**src/rtl/axi_lite_reg_slave.sv**
```systemverilog
// axi_lite_reg_slave
// AXI4-Lite responder for a 16-byte window at BASE_ADDR holding four
// DATA_WIDTH-bit read/write registers, exported in parallel on regs_out.
//
// Ports
//   s_axi_aclk, s_axi_areset   clock, asynchronous active-high reset
//   s_axi_aw*                  write address channel (slave side)
//   s_axi_w*                   write data channel, wstrb top bit ignored
//   s_axi_b*                   write response channel
//   s_axi_ar*                  read address channel
//   s_axi_r*                   read data channel
//   regs_out                   register k at [k*DATA_WIDTH +: DATA_WIDTH]
//   wr_pulse                   bit k high for one cycle after register k is written
//
// Responses: OKAY=0, SLVERR=2 (in window, unaligned), DECERR=3 (outside window).
//
// Write FSM
//   state    | meaning
//   W_IDLE   | collecting AW and W, each ready drops on its own handshake
//   W_COMMIT | both captured; update bytes and raise bvalid on the next edge
//   W_RESP   | bvalid/bresp held until bready
// Read FSM
//   state    | meaning
//   R_IDLE   | arready high, waiting for AR
//   R_DATA   | rvalid/rdata/rresp held until rready

module axi_lite_reg_slave #(
    parameter int                    DATA_WIDTH = 32,
    parameter int                    ADDR_WIDTH = 8,
    parameter int                    RESP_WIDTH = 3,
    parameter logic [ADDR_WIDTH-1:0] BASE_ADDR  = '0,
    parameter logic [DATA_WIDTH-1:0] RESET_VAL  = '0
) (
    input  logic                      s_axi_aclk,
    input  logic                      s_axi_areset,
    input  logic [ADDR_WIDTH-1:0]     s_axi_awaddr,
    input  logic                      s_axi_awvalid,
    output logic                      s_axi_awready,
    input  logic [DATA_WIDTH-1:0]     s_axi_wdata,
    input  logic [DATA_WIDTH/8:0]     s_axi_wstrb,
    input  logic                      s_axi_wvalid,
    output logic                      s_axi_wready,
    output logic [RESP_WIDTH-1:0]     s_axi_bresp,
    output logic                      s_axi_bvalid,
    input  logic                      s_axi_bready,
    input  logic [ADDR_WIDTH-1:0]     s_axi_araddr,
    input  logic                      s_axi_arvalid,
    output logic                      s_axi_arready,
    output logic [DATA_WIDTH-1:0]     s_axi_rdata,
    output logic [RESP_WIDTH-1:0]     s_axi_rresp,
    output logic                      s_axi_rvalid,
    input  logic                      s_axi_rready,
    output logic [4*DATA_WIDTH-1:0]   regs_out,
    output logic [3:0]                wr_pulse
);

    localparam int NB = DATA_WIDTH / 8;

    typedef enum logic [1:0] {W_IDLE, W_COMMIT, W_RESP} wstate_t;
    typedef enum logic       {R_IDLE, R_DATA}           rstate_t;

    function automatic logic [RESP_WIDTH-1:0] f_resp(input logic [ADDR_WIDTH-1:0] a);
        if (a[ADDR_WIDTH-1:4] != BASE_ADDR[ADDR_WIDTH-1:4])
            return RESP_WIDTH'(3);
        else if (a[1:0] != 2'b00)
            return RESP_WIDTH'(2);
        else
            return '0;
    endfunction

    logic [DATA_WIDTH-1:0] r_regs [4];

    wstate_t               r_wstate, w_wstate_nxt;
    logic                  r_aw_done, r_w_done;
    logic                  w_aw_done_nxt, w_w_done_nxt;
    logic                  w_aw_hs, w_w_hs;
    logic                  r_awready, r_wready, r_bvalid;
    logic [RESP_WIDTH-1:0] r_bresp;
    logic [ADDR_WIDTH-1:0] r_awaddr;
    logic [DATA_WIDTH-1:0] r_wdata;
    logic [NB-1:0]         r_wstrb;
    logic [3:0]            r_wr_pulse;
    logic [RESP_WIDTH-1:0] w_wresp;
    logic [1:0]            w_widx;

    rstate_t               r_rstate, w_rstate_nxt;
    logic                  w_ar_hs;
    logic                  r_arready, r_rvalid;
    logic [RESP_WIDTH-1:0] r_rresp;
    logic [DATA_WIDTH-1:0] r_rdata;
    logic [RESP_WIDTH-1:0] w_rresp;

    // The extra strobe bit carries no byte lane.
    logic w_unused_strb;
    assign w_unused_strb = s_axi_wstrb[NB];

    assign w_wresp = f_resp(r_awaddr);
    assign w_widx  = r_awaddr[3:2];
    assign w_rresp = f_resp(s_axi_araddr);

    // ---------------- write channel ----------------
    always_ff @(posedge s_axi_aclk or posedge s_axi_areset) begin
        if (s_axi_areset) r_wstate <= W_IDLE;
        else              r_wstate <= w_wstate_nxt;
    end

    always_comb begin
        w_wstate_nxt  = r_wstate;
        w_aw_hs       = 1'b0;
        w_w_hs        = 1'b0;
        w_aw_done_nxt = r_aw_done;
        w_w_done_nxt  = r_w_done;
        case (r_wstate)
            W_IDLE: begin
                w_aw_hs       = s_axi_awvalid & r_awready;
                w_w_hs        = s_axi_wvalid & r_wready;
                w_aw_done_nxt = r_aw_done | w_aw_hs;
                w_w_done_nxt  = r_w_done | w_w_hs;
                if (w_aw_done_nxt && w_w_done_nxt) w_wstate_nxt = W_COMMIT;
            end
            W_COMMIT: w_wstate_nxt = W_RESP;
            W_RESP:   if (s_axi_bready) w_wstate_nxt = W_IDLE;
            default:  w_wstate_nxt = W_IDLE;
        endcase
    end

    always_ff @(posedge s_axi_aclk or posedge s_axi_areset) begin
        if (s_axi_areset) begin
            r_aw_done  <= 1'b0;
            r_w_done   <= 1'b0;
            r_awready  <= 1'b0;
            r_wready   <= 1'b0;
            r_bvalid   <= 1'b0;
            r_bresp    <= '0;
            r_awaddr   <= '0;
            r_wdata    <= '0;
            r_wstrb    <= '0;
            r_wr_pulse <= '0;
            for (int k = 0; k < 4; k++) r_regs[k] <= RESET_VAL;
        end else begin
            r_wr_pulse <= '0;
            // Done flags only live inside W_IDLE; leaving it clears them.
            r_aw_done  <= (w_wstate_nxt == W_IDLE) ? w_aw_done_nxt : 1'b0;
            r_w_done   <= (w_wstate_nxt == W_IDLE) ? w_w_done_nxt  : 1'b0;
            r_awready  <= (w_wstate_nxt == W_IDLE) && !w_aw_done_nxt;
            r_wready   <= (w_wstate_nxt == W_IDLE) && !w_w_done_nxt;
            if (w_aw_hs) r_awaddr <= s_axi_awaddr;
            if (w_w_hs) begin
                r_wdata <= s_axi_wdata;
                r_wstrb <= s_axi_wstrb[NB-1:0];
            end
            if (r_wstate == W_COMMIT) begin
                r_bvalid <= 1'b1;
                r_bresp  <= w_wresp;
                if (w_wresp == '0) begin
                    for (int b = 0; b < NB; b++)
                        if (r_wstrb[b]) r_regs[w_widx][b*8 +: 8] <= r_wdata[b*8 +: 8];
                    r_wr_pulse[w_widx] <= 1'b1;
                end
            end
            if (r_wstate == W_RESP && s_axi_bready) r_bvalid <= 1'b0;
        end
    end

    // ---------------- read channel ----------------
    always_ff @(posedge s_axi_aclk or posedge s_axi_areset) begin
        if (s_axi_areset) r_rstate <= R_IDLE;
        else              r_rstate <= w_rstate_nxt;
    end

    always_comb begin
        w_rstate_nxt = r_rstate;
        w_ar_hs      = 1'b0;
        case (r_rstate)
            R_IDLE: begin
                w_ar_hs = s_axi_arvalid & r_arready;
                if (w_ar_hs) w_rstate_nxt = R_DATA;
            end
            R_DATA:  if (s_axi_rready) w_rstate_nxt = R_IDLE;
            default: w_rstate_nxt = R_IDLE;
        endcase
    end

    // Sampling r_regs here on a commit edge naturally returns the old value.
    always_ff @(posedge s_axi_aclk or posedge s_axi_areset) begin
        if (s_axi_areset) begin
            r_arready <= 1'b0;
            r_rvalid  <= 1'b0;
            r_rresp   <= '0;
            r_rdata   <= '0;
        end else begin
            r_arready <= (w_rstate_nxt == R_IDLE);
            if (w_ar_hs) begin
                r_rvalid <= 1'b1;
                r_rresp  <= w_rresp;
                r_rdata  <= (w_rresp == '0) ? r_regs[s_axi_araddr[3:2]] : '0;
            end
            if (r_rstate == R_DATA && s_axi_rready) r_rvalid <= 1'b0;
        end
    end

    // ---------------- outputs ----------------
    assign s_axi_awready = r_awready;
    assign s_axi_wready  = r_wready;
    assign s_axi_bvalid  = r_bvalid;
    assign s_axi_bresp   = r_bresp;
    assign s_axi_arready = r_arready;
    assign s_axi_rvalid  = r_rvalid;
    assign s_axi_rresp   = r_rresp;
    assign s_axi_rdata   = r_rdata;
    assign wr_pulse      = r_wr_pulse;

    for (genvar k = 0; k < 4; k++) begin : g_regs_out
        assign regs_out[k*DATA_WIDTH +: DATA_WIDTH] = r_regs[k];
    end

endmodule

```
**config.mk**
```make
export PLATFORM = sky130hd
export DESIGN_NAME = axi_lite_reg_slave
export DESIGN_NICKNAME = d
export VERILOG_FILES = /design/src/rtl/axi_lite_reg_slave.sv
export SDC_FILE = /design/constraint.sdc
export NUM_CORES = 1
export LEC_CHECK = 0
export CORE_MARGIN = 4
export CORE_UTILIZATION = 40
export CTS_CLUSTER_DIAMETER = 120
export DETAILED_ROUTE_END_ITERATION = 10
export PLACE_DENSITY = 0.67
export SETUP_SLACK_MARGIN = 0.15
export SKIP_CTS_REPAIR_TIMING = 1
export SLEW_MARGIN = 40
export SYNTH_ARGS = -nofsm -noshare
export SYNTH_HDL_FRONTEND = slang
export SYNTH_SLANG_ARGS = --single-unit
```
**constraint.sdc**
```tcl
create_clock -name s_axi_aclk -period 15.7 [get_ports s_axi_aclk]
set_clock_uncertainty 0.1 [all_clocks]
set_input_delay 2.355 -clock s_axi_aclk [delete_from_list [all_inputs] [get_ports s_axi_aclk]]
set_output_delay 2.355 -clock s_axi_aclk [all_outputs]
set_load 0.02 [all_outputs]
```
==> reports/metrics.yaml <==
run_status:
  status: "complete, no violations"
sta:
  grt_setup_unrepaired: "no"
  finalHoldViolCount: 0
  post-route-period-util_pct: 25.4
  max_freq_mhz: 250
  whs_ns: 0.378
  setup_violations: 0
  period_needed_ns: 3.99
  slew-limit-headroom_pct: 45.7
  tightest_slew_ns: 0.812
  tns_ns: 0
  finalMaxSlewViolations: 0
detailed_routing:
  first_iter_violations: 254
  drt_first_pass_iters: 4
  ant_nets: 0
  vias: 5705
  via_per_inst: 5.11
  wl_per_cell_um: 21.4
  wirelength_mm: 24.0
  drc: 0
synthesis:
  yosys.area.top_type: "dfrtp_1"
  synth.area.top_cells: "dfrtp_1, mux2_2, mux4_2"
  synth_top_area_share_pct: 59.8
  synthCells: 552
  syn-mean-instance-area_um2: 16.8
  ys_types: 35
  syn-cell-area_um2: 9300
  synth_warnings: 0
  ys_ff_latch: 222
  yosysSeqAreaShare_pct: 59.8
floorplanning:
  die_h_um: 160
  die_w_um: 160
  dieArea_um2: 25700
  ios: 235
  core_area_um2: 22800
  rows: 55
  start_util_pct: 40.8
final_layout:
  final_common_cell: "clkdlybuf4s50_1"
  drive_gt1_share_pct: 33.2
  num-fill-cells: 1835
  final_core_util_pct: 56.1
  final_cell_mix: "clkdlybuf4s50_1, dfrtp_1, mux2_2, mux4_2, a22o_1"
  ff_latch_area_um2: 5560
  multi_input_comb_area_um2: 3590
  area_growth_pct: 37.4
  final_nets: 848
  n_antenna_cell: 0
cts:
  clock_sinks: 222
  cts_root_buf: "clkbuf_16"
  cts.clk_slew.worst_paths_ns: 0.06
  cts_max_level: 1
  cts_buffer_depth: 3
  clk_latency_ns: 0.51
  cts_tree: "done"
  cts-buffers-inserted: 24
worst_setup_path:
  crit_cells: 1
  reg2reg_depth: 4
  start_kind: "register"
  critical_path.top_delay_family: "buffers and inverters"
  critPathKind: "register to primary output"
  path_buf_inv: 1
  path_cells: "clkdlybuf4s50_1"
  arrival_ns: 1.54
  required_ns: 13.24
  max_stage_delay_ns: 0.63
  crit_fanout: 3
  slowest_stage: "clkdlybuf4s50_1"
  critPathCaptureType: "primary output"
grt:
  grtUsageTotal_pct: 18.6
  grt_max_degree: 142
  antenna_found_initial: 0
  grt_first_pass_wirelength_mm: 37.7
  grt_pass1_vias: 6273
  grt-ovfl-total: 0
power_and_ir_drop:
  peakVddDrop_mv: 0.0961
  leakage_nw: 5.77
  powerDensity_nw_per_um2: 134
placed_design:
  numPortBuffers: 231
  gp_congestion: 0.759
  dp_hpwl_mm: 15.8
run:
  max_cap_violations: 0
min_path:
  hold_path.class: "register to register"
  min_path_cells: 1
## worst paths after layout
path	start	to	slack, ns
worst max-delay path	regs_out[26]	regs_out[26]	11.71
worst min-delay path	r_w_done	s_axi_wready	0.38
worst max register to register	r_wstate[0]	regs_out[17]	13.34
worst min register to register	r_w_done	s_axi_wready	0.38
max in group asynchronous	s_axi_areset	wr_pulse[2]	11.81
min in group asynchronous	s_axi_areset	regs_out[113]	2.16
## stage by stage
stage / power (mW) / cells / setup WS (ns) / area (um^2)
2_1_floorplan: 1.01 / 553 / 7.17 / 9300
3_3_place_gp: 1.15 / 1074 / 10.90 / 11900
3_5_place_dp: 1.18 / 1074 / 11.30 / 11900
4_1_cts: 1.74 / 1116 / 11.68 / 12700
5_1_grt: 1.80 / 1117 / 11.55 / 12800
6_report: 1.71 / 1117 / 11.71 / 12800
## worst register-to-register path, delay by kind of cell (launching register included)
kind / cells / cell delay, ns
flops: 1 / 0.57
mux: 1 / 0.42
buf+inv: 1 / 0.44
simple gates: 2 / 0.71
## routing by layer
metal,vias up,global-route usage (%),routed length (um)
met2,186,31.5,11900
met5,-,0,0
met4,0,3.64,342
met3,26,4.39,1550
met1,2944,24.6,10200
li1,2549,-,-
## where the power goes
| part | internal, mW | switching [mW] | total [mW] |
|---|---|---|---|
| sequential | 0.671 | 0.111 | 0.783 |
| combinational | 0.192 | 0.186 | 0.378 |
| clock | 0.331 | 0.220 | 0.551 |
| total | 1.19 | 0.517 | 1.71 |
## flip-flops by register name, summed over array words and instances (netlist names)
signal,cells
r_aw_done,1
r_w_done,1
s_axi_bvalid,1
r_rstate,1
s_axi_rdata,32
s_axi_arready,1
s_axi_wready,1
s_axi_rvalid,1
s_axi_rresp,2
wr_pulse,4
s_axi_bresp,2
r_wdata,32
r_awaddr,8
regs_out,128
s_axi_awready,1
r_wstate,2
r_wstrb,4
## area by class of cell
type	instances	area share, %
Sequential cell	222	43.5
Inverter	7	0.304
Multi-Input combinational cell	293	28.1
Clock inverter	6	0.559
Tap cell	313	3.07
Timing Repair Buffer	240	18.8
Clock buffer	36	5.61
## kinds of logic (layout without fill, tap and decap cells)
logic type / Yosys count / count (layout) / share of synthesized area [%]
flops: 222 / 222 / 59.8
mux: 205 / 205 / 28.7
simple gates: 44 / 44 / 5.88
compound gates: 42 / 42 / 3.61
buf+inv: 38 / 289 / 1.99
other cells: 1 / 2 / 0.0403
## Yosys cell counts
master      n
conb_1      1
nor4bb_1    2
o21ai_0     4
mux2_1     11
nand2b_1    2
nor2b_1     2
nand2_1     3
nor3b_1     1
a211oi_1    1
nor3_1      3
a21oi_1     3
nand4_2     1
buf_2      10
mux2_2    162
and4_1      1
o21ai_1     1
buf_6       2
or4_1       1
inv_1       7
dfrtp_1   222
buf_4       4
or2_2       1
mux4_2     32
and2_0      1
buf_1       5
clkbuf_1   10
nand4_4    15
and2_1      1
nor2_1      4
nor4b_4     1
and3_1      2
a22oi_1     1
a22o_1     32
nor4_4      2
nand3b_1    1
Note: power is estimated with default switching activity, not from simulation.
==> RTL change 1, RTL diff (same flow settings) <==
`DATA_WIDTH`: 32 -> 16.
--- a/src/rtl/axi_lite_reg_slave.sv
+++ b/src/rtl/axi_lite_reg_slave.sv
@@ -25,7 +25,7 @@
 //   R_DATA   | rvalid/rdata/rresp held until rready
 
 module axi_lite_reg_slave #(
-    parameter int                    DATA_WIDTH = 32,
+    parameter int                    DATA_WIDTH = 16,
     parameter int                    ADDR_WIDTH = 8,
     parameter int                    RESP_WIDTH = 3,
     parameter logic [ADDR_WIDTH-1:0] BASE_ADDR  = '0,
Interface: changed (resized regs_out, s_axi_rdata, s_axi_wdata and s_axi_wstrb); port bits go from 235 to 137. The function was not compared with the original's and may differ.
==> RTL change 1 against the original RTL <==
- core utilization grew 1.5 points
- final area shrank 43%
- wire length down 48%
- fmax up 3.0%
- sequential cell count decreased by 98
- sequential power fell by 42%
- setup slack better by 120 ps
- power down 39%
- area after synthesis is 44% lower
- largest cell class unchanged
==> RTL change 1: results (changes against the original RTL) <==
[detailed_routing] wire length on met1 5223 um [-49%]
[grt] met2 usage 0.2846 [-0.03061]
[detailed_routing] met3 wire length 591 um [-62%]
[yosys] cell types with the largest area share after synthesis sky130_fd_sc_hd__dfrtp_1 60%, sky130_fd_sc_hd__mux2_2 19%, sky130_fd_sc_hd__mux4_2 7.0%, sky130_fd_sc_hd__a22o_1 2.7%, sky130_fd_sc_hd__nand4_4 2.1%
[cells_and_area] net count of the finished layout 505 [-40%]
[cts] worst-skew pair later-pin latency 410 ps [-100 ps]
[cts] Inserted Clock Buffers 17 [-29%]
[cts] clock-pin slew reported for the worst setup and hold paths after clock tree synthesis 50 ps
[grt] overall fraction of global-route tracks in use 0.1766 [-0.008969]
[sta] worst slew margin relative to its limit 0.5482 [+0.09163]
[cells_and_area] non-filler instance count after layout 647 [-42%]
[grt] fraction of met3 tracks used by global routing 0.04921 [+0.005331]
[placed_design] Placer Congestion 0.7404 [-2.4%]
[yosys] share of the yosys chip area belonging to registers 0.6012 [+0.003554]
[sta] setup slack of the critical path after layout 11820 ps [+115.9 ps]
[detailed_routing] via count 3250 [-43%]
[grt] number of global-route vias before repair 3499 [-44%]
[yosys] count of unique library cells instantiated by Yosys 32 [-8.6%]
[grt] met1 layer usage reported by global route 0.2249 [-0.02098]
[cells_and_area] final-layout fill cell count 1044 [-43%]
[pwr] Worst IR Drop VDD 0.00009112 V [-5.2%]
[placed_design] dpl hpwl 8541 um [-46%]
[cts] CTS max path bufs 2 [-1]
[placed_design] placed instance count 616 [-43%]
[cells_and_area] share of layout cells above drive strength 1 0.3137 [-0.01841]
[detailed_routing] average detailed-routed wire length per instance 19.16 um [-11%]
[detailed_routing] count of routing violations after the opening detailed-route iteration 169 [-33%]
[placed_design] area post-placement 0.006721 mm2 [-44%]
[placed_design] number of port buffers 133 [-42%]
[critical_path] CP peak stage delay 650 ps [+20 ps]
[run_status] result of the run finished, final reports clean
[min_path] end point of the worst hold path s_axi_awready
[detailed_routing] met2 WL post-DR 6342 um [-47%]
[critical_path] R2R setup slack 13260 ps [-80 ps]
[cts] CTS H-tree lvls 4 [+3]
[pwr] P_leak 3.301 nW [-43%]
[yosys] post-synthesis cell count 319 [-42%]
[grt] global-route wire length before repair 19380 um [-49%]
[critical_path] Crit. Startpoint regs_out[37]
[critical_path] worst flop-to-flop path endpoint regs_out[23]
[cells_and_area] number of flip-flops under the largest register name 64 [-50%]
## RTL change 1: power by group
group          internal [mW]  switching [mW]  leakage [nW]
Sequential             0.383          0.0678          1.64
Clock                  0.226           0.126         0.262
Combinational          0.126           0.110          1.40
## RTL change 1: cells by family after synthesis
kind of cell	count (synthesis)	share of synthesized area
AO/OA/AOI/OAI	29	0.04194
AND/OR/NAND/NOR	35	0.06594
other	1	0.0007266
multiplexers	106	0.2662
flip-flops	124	0.6012
buffers and inverters	24	0.02400
## RTL change 1: area by class of cell
class	instances	area [um2]	area share
timing repair buffer	141	1398	0.1925
multi-input combinational	172	1977	0.2723
inverter	7	28.78	0.003964
sequential	124	3103	0.4274
clock buffer	31	538.0	0.07411
tap	172	215.2	0.02964
## RTL change 1: stage by stage
stage          utilization  hold slack (ps)
2_1_floorplan            -            332.9
3_3_place_gp        0.5296            347.2
3_5_place_dp        0.5326            355.4
4_1_cts             0.5753            360.1
5_1_grt             0.5753            383.0
6_report            0.5753            359.1
==> RTL change 2, RTL diff (config.mk and constraints unchanged) <==
Without the edit above. The 3 states of `wstate_t` get a one-hot encoding in 3 bits.
--- a/src/rtl/axi_lite_reg_slave.sv
+++ b/src/rtl/axi_lite_reg_slave.sv
@@ -56,7 +56,7 @@
 
     localparam int NB = DATA_WIDTH / 8;
 
-    typedef enum logic [1:0] {W_IDLE, W_COMMIT, W_RESP} wstate_t;
+    typedef enum logic [2:0] {W_IDLE = 3'b001, W_COMMIT = 3'b010, W_RESP = 3'b100} wstate_t;
     typedef enum logic       {R_IDLE, R_DATA}           rstate_t;
 
     function automatic logic [RESP_WIDTH-1:0] f_resp(input logic [ADDR_WIDTH-1:0] a);
Function: no difference found for any inputs over 4 cycles, from zero or initial values and one cycle with s_axi_areset high; so few cycles prove little.
==> RTL change 2 against the original RTL <==
- wire length rose by 1.2%
- setup slack got worse by 4.0 ps
- sequential share of layout area rose by 0.65 points
- power fell by 7.0%
- area after synthesis fell by 0.22%
- non-clock buffer count fell by 1
- sequential power fell by 3.4%
- cell count fell by 2.1%
- clock power rose by 2%
- final area fell by 1.0%
- sequential cell count rose by 1
- largest cell class unchanged
==> RTL change 2: results (changes against the original RTL) <==
[cells_and_area] net count of the finished layout 849 [+0.12%]
[grt] global-route wire length before repair 38360 um [+1.7%]
[detailed_routing] met3 wire length 1262 um [-19%]
[detailed_routing] wire length on met1 10320 um [+1.6%]
[detailed_routing] count of routing violations after the opening detailed-route iteration 260 [+2.4%]
[cells_and_area] share of layout cells above drive strength 1 0.3408 [+0.008679]
[cells_and_area] non-filler instance count after layout 1094 [-2.1%]
[placed_design] Placer Congestion 0.7716 [+1.7%]
[critical_path] R2R setup slack 13050 ps [-290 ps]
[yosys] cell types with the largest area share after synthesis sky130_fd_sc_hd__dfrtp_1 60%, sky130_fd_sc_hd__mux2_2 21%, sky130_fd_sc_hd__mux4_2 7.8%, sky130_fd_sc_hd__a22o_1 3.0%, sky130_fd_sc_hd__nand4_2 2.2%
[sta] Tightest Pin Transition 795.2 ps [-16.93 ps]
[critical_path] Crit Reg-Reg Startpoint r_wstate[0]
[critical_path] critical path arrival 1540 ps [about the same]
[cts] CTS max path bufs 3 [unchanged]
[critical_path] worst flop-to-flop path endpoint r_wdata[19]
[grt] overall fraction of global-route tracks in use 0.1885 [+0.002953]
[grt] met2 usage 0.3225 [+0.007309]
[yosys] Warnings, synthesis 0 [unchanged]
[detailed_routing] via count 5824 [+2.1%]
[cells_and_area] final-layout fill cell count 1811 [-1.3%]
[yosys] share of the yosys chip area belonging to registers 0.6018 [+0.004123]
[run_status] result of the run finished, final reports clean
[detailed_routing] average detailed-routed wire length per instance 22.16 um [+3.3%]
[grt] number of global-route vias before repair 6499 [+3.6%]
[pwr] relative contribution of combinational cells to total power 0.171 [-0.050]
[placed_design] dpl hpwl 15890 um [+0.82%]
[yosys] Post-synth top cells 222 x sky130_fd_sc_hd__dfrtp_1, 173 x sky130_fd_sc_hd__mux2_2, 32 x sky130_fd_sc_hd__a22o_1, 32 x sky130_fd_sc_hd__mux4_2, 16 x sky130_fd_sc_hd__nand4_2
[pwr] P_leak 5.859 nW [+1.5%]
[pwr] Worst IR Drop VDD 0.0001084 V [+13%]
[grt] antenna violations before repair 2 [+2]
[placed_design] area post-placement 0.01183 mm2 [-0.96%]
[sta] tightest hold margin 398.3 ps [+20.26 ps]
[grt] met1 layer usage reported by global route 0.2441 [-0.001784]
[placed_design] Worst Setup Slack post-DPL 11270 ps [-26.40 ps]
[pwr] Pwr per Cell Area 125.9 mW/mm2 [-6.1%]
[min_path] startpoint of the most critical hold path s_axi_bresp[0]
[grt] maximum number of pins on one net before global-route repair 155 [+9.2%]
[pwr] switching power summed over all nets 0.4461 mW [-14%]
[pwr] sequential cell power 0.756 mW [-3.4%]
[detailed_routing] met2 WL post-DR 12050 um [+1.2%]
[grt] fraction of met3 tracks used by global routing 0.03561 [-0.008267]
RTL change 2: cell count changes after synthesis, moves of 3 or more:
cell | unedited run | this run
sky130_fd_sc_hd__nand4_2 | 1 | 16
sky130_fd_sc_hd__nand4_4 | 15 | 0
sky130_fd_sc_hd__mux2_1 | 11 | 0
sky130_fd_sc_hd__mux2_2 | 162 | 173
sky130_fd_sc_hd__buf_1 | 5 | 0
sky130_fd_sc_hd__clkbuf_4 | 0 | 4
sky130_fd_sc_hd__a21oi_1 | 3 | 6
sky130_fd_sc_hd__and3_1 | 2 | 5
sky130_fd_sc_hd__nor2_1 | 4 | 1
RTL change 2: area by class of cell:
type | count | area, um2 | area share
antenna | 2 | 5.005 | 0.0003959
clock buffer | 41 | 725.7 | 0.05741
sequential | 223 | 5582 | 0.4416
multi-input combinational | 294 | 3487 | 0.2759
timing repair buffer | 239 | 2377 | 0.1881
inverter | 7 | 42.54 | 0.003365
tap | 285 | 356.6 | 0.02821
clock inverter | 3 | 65.06 | 0.005147
RTL change 2: worst max-delay path by stage:
stage                    to    startpoint  slack [ps]
2_1_floorplan     r_aw_done  s_axi_areset        7140
3_3_place_gp    r_wdata[25]  s_axi_areset       11020
3_5_place_dp    r_wdata[19]  s_axi_wvalid       11270
4_1_cts        s_axi_bvalid  s_axi_bvalid       11660
5_1_grt         regs_out[7]   regs_out[7]       11620
6_report       s_axi_bvalid  s_axi_bvalid       11700
RTL change 2: kinds of logic (layout without fill, tap and decap cells):
logic type / after synthesis / after routing / synth area share
buffers and inverters: 36 / 290 / 0.02374
flip-flops: 223 / 223 / 0.6018
AO/OA/AOI/OAI: 45 / 45 / 0.03858
other: 1 / 4 / 0.0004043
multiplexers: 205 / 205 / 0.2877
AND/OR/NAND/NOR: 42 / 42 / 0.04775
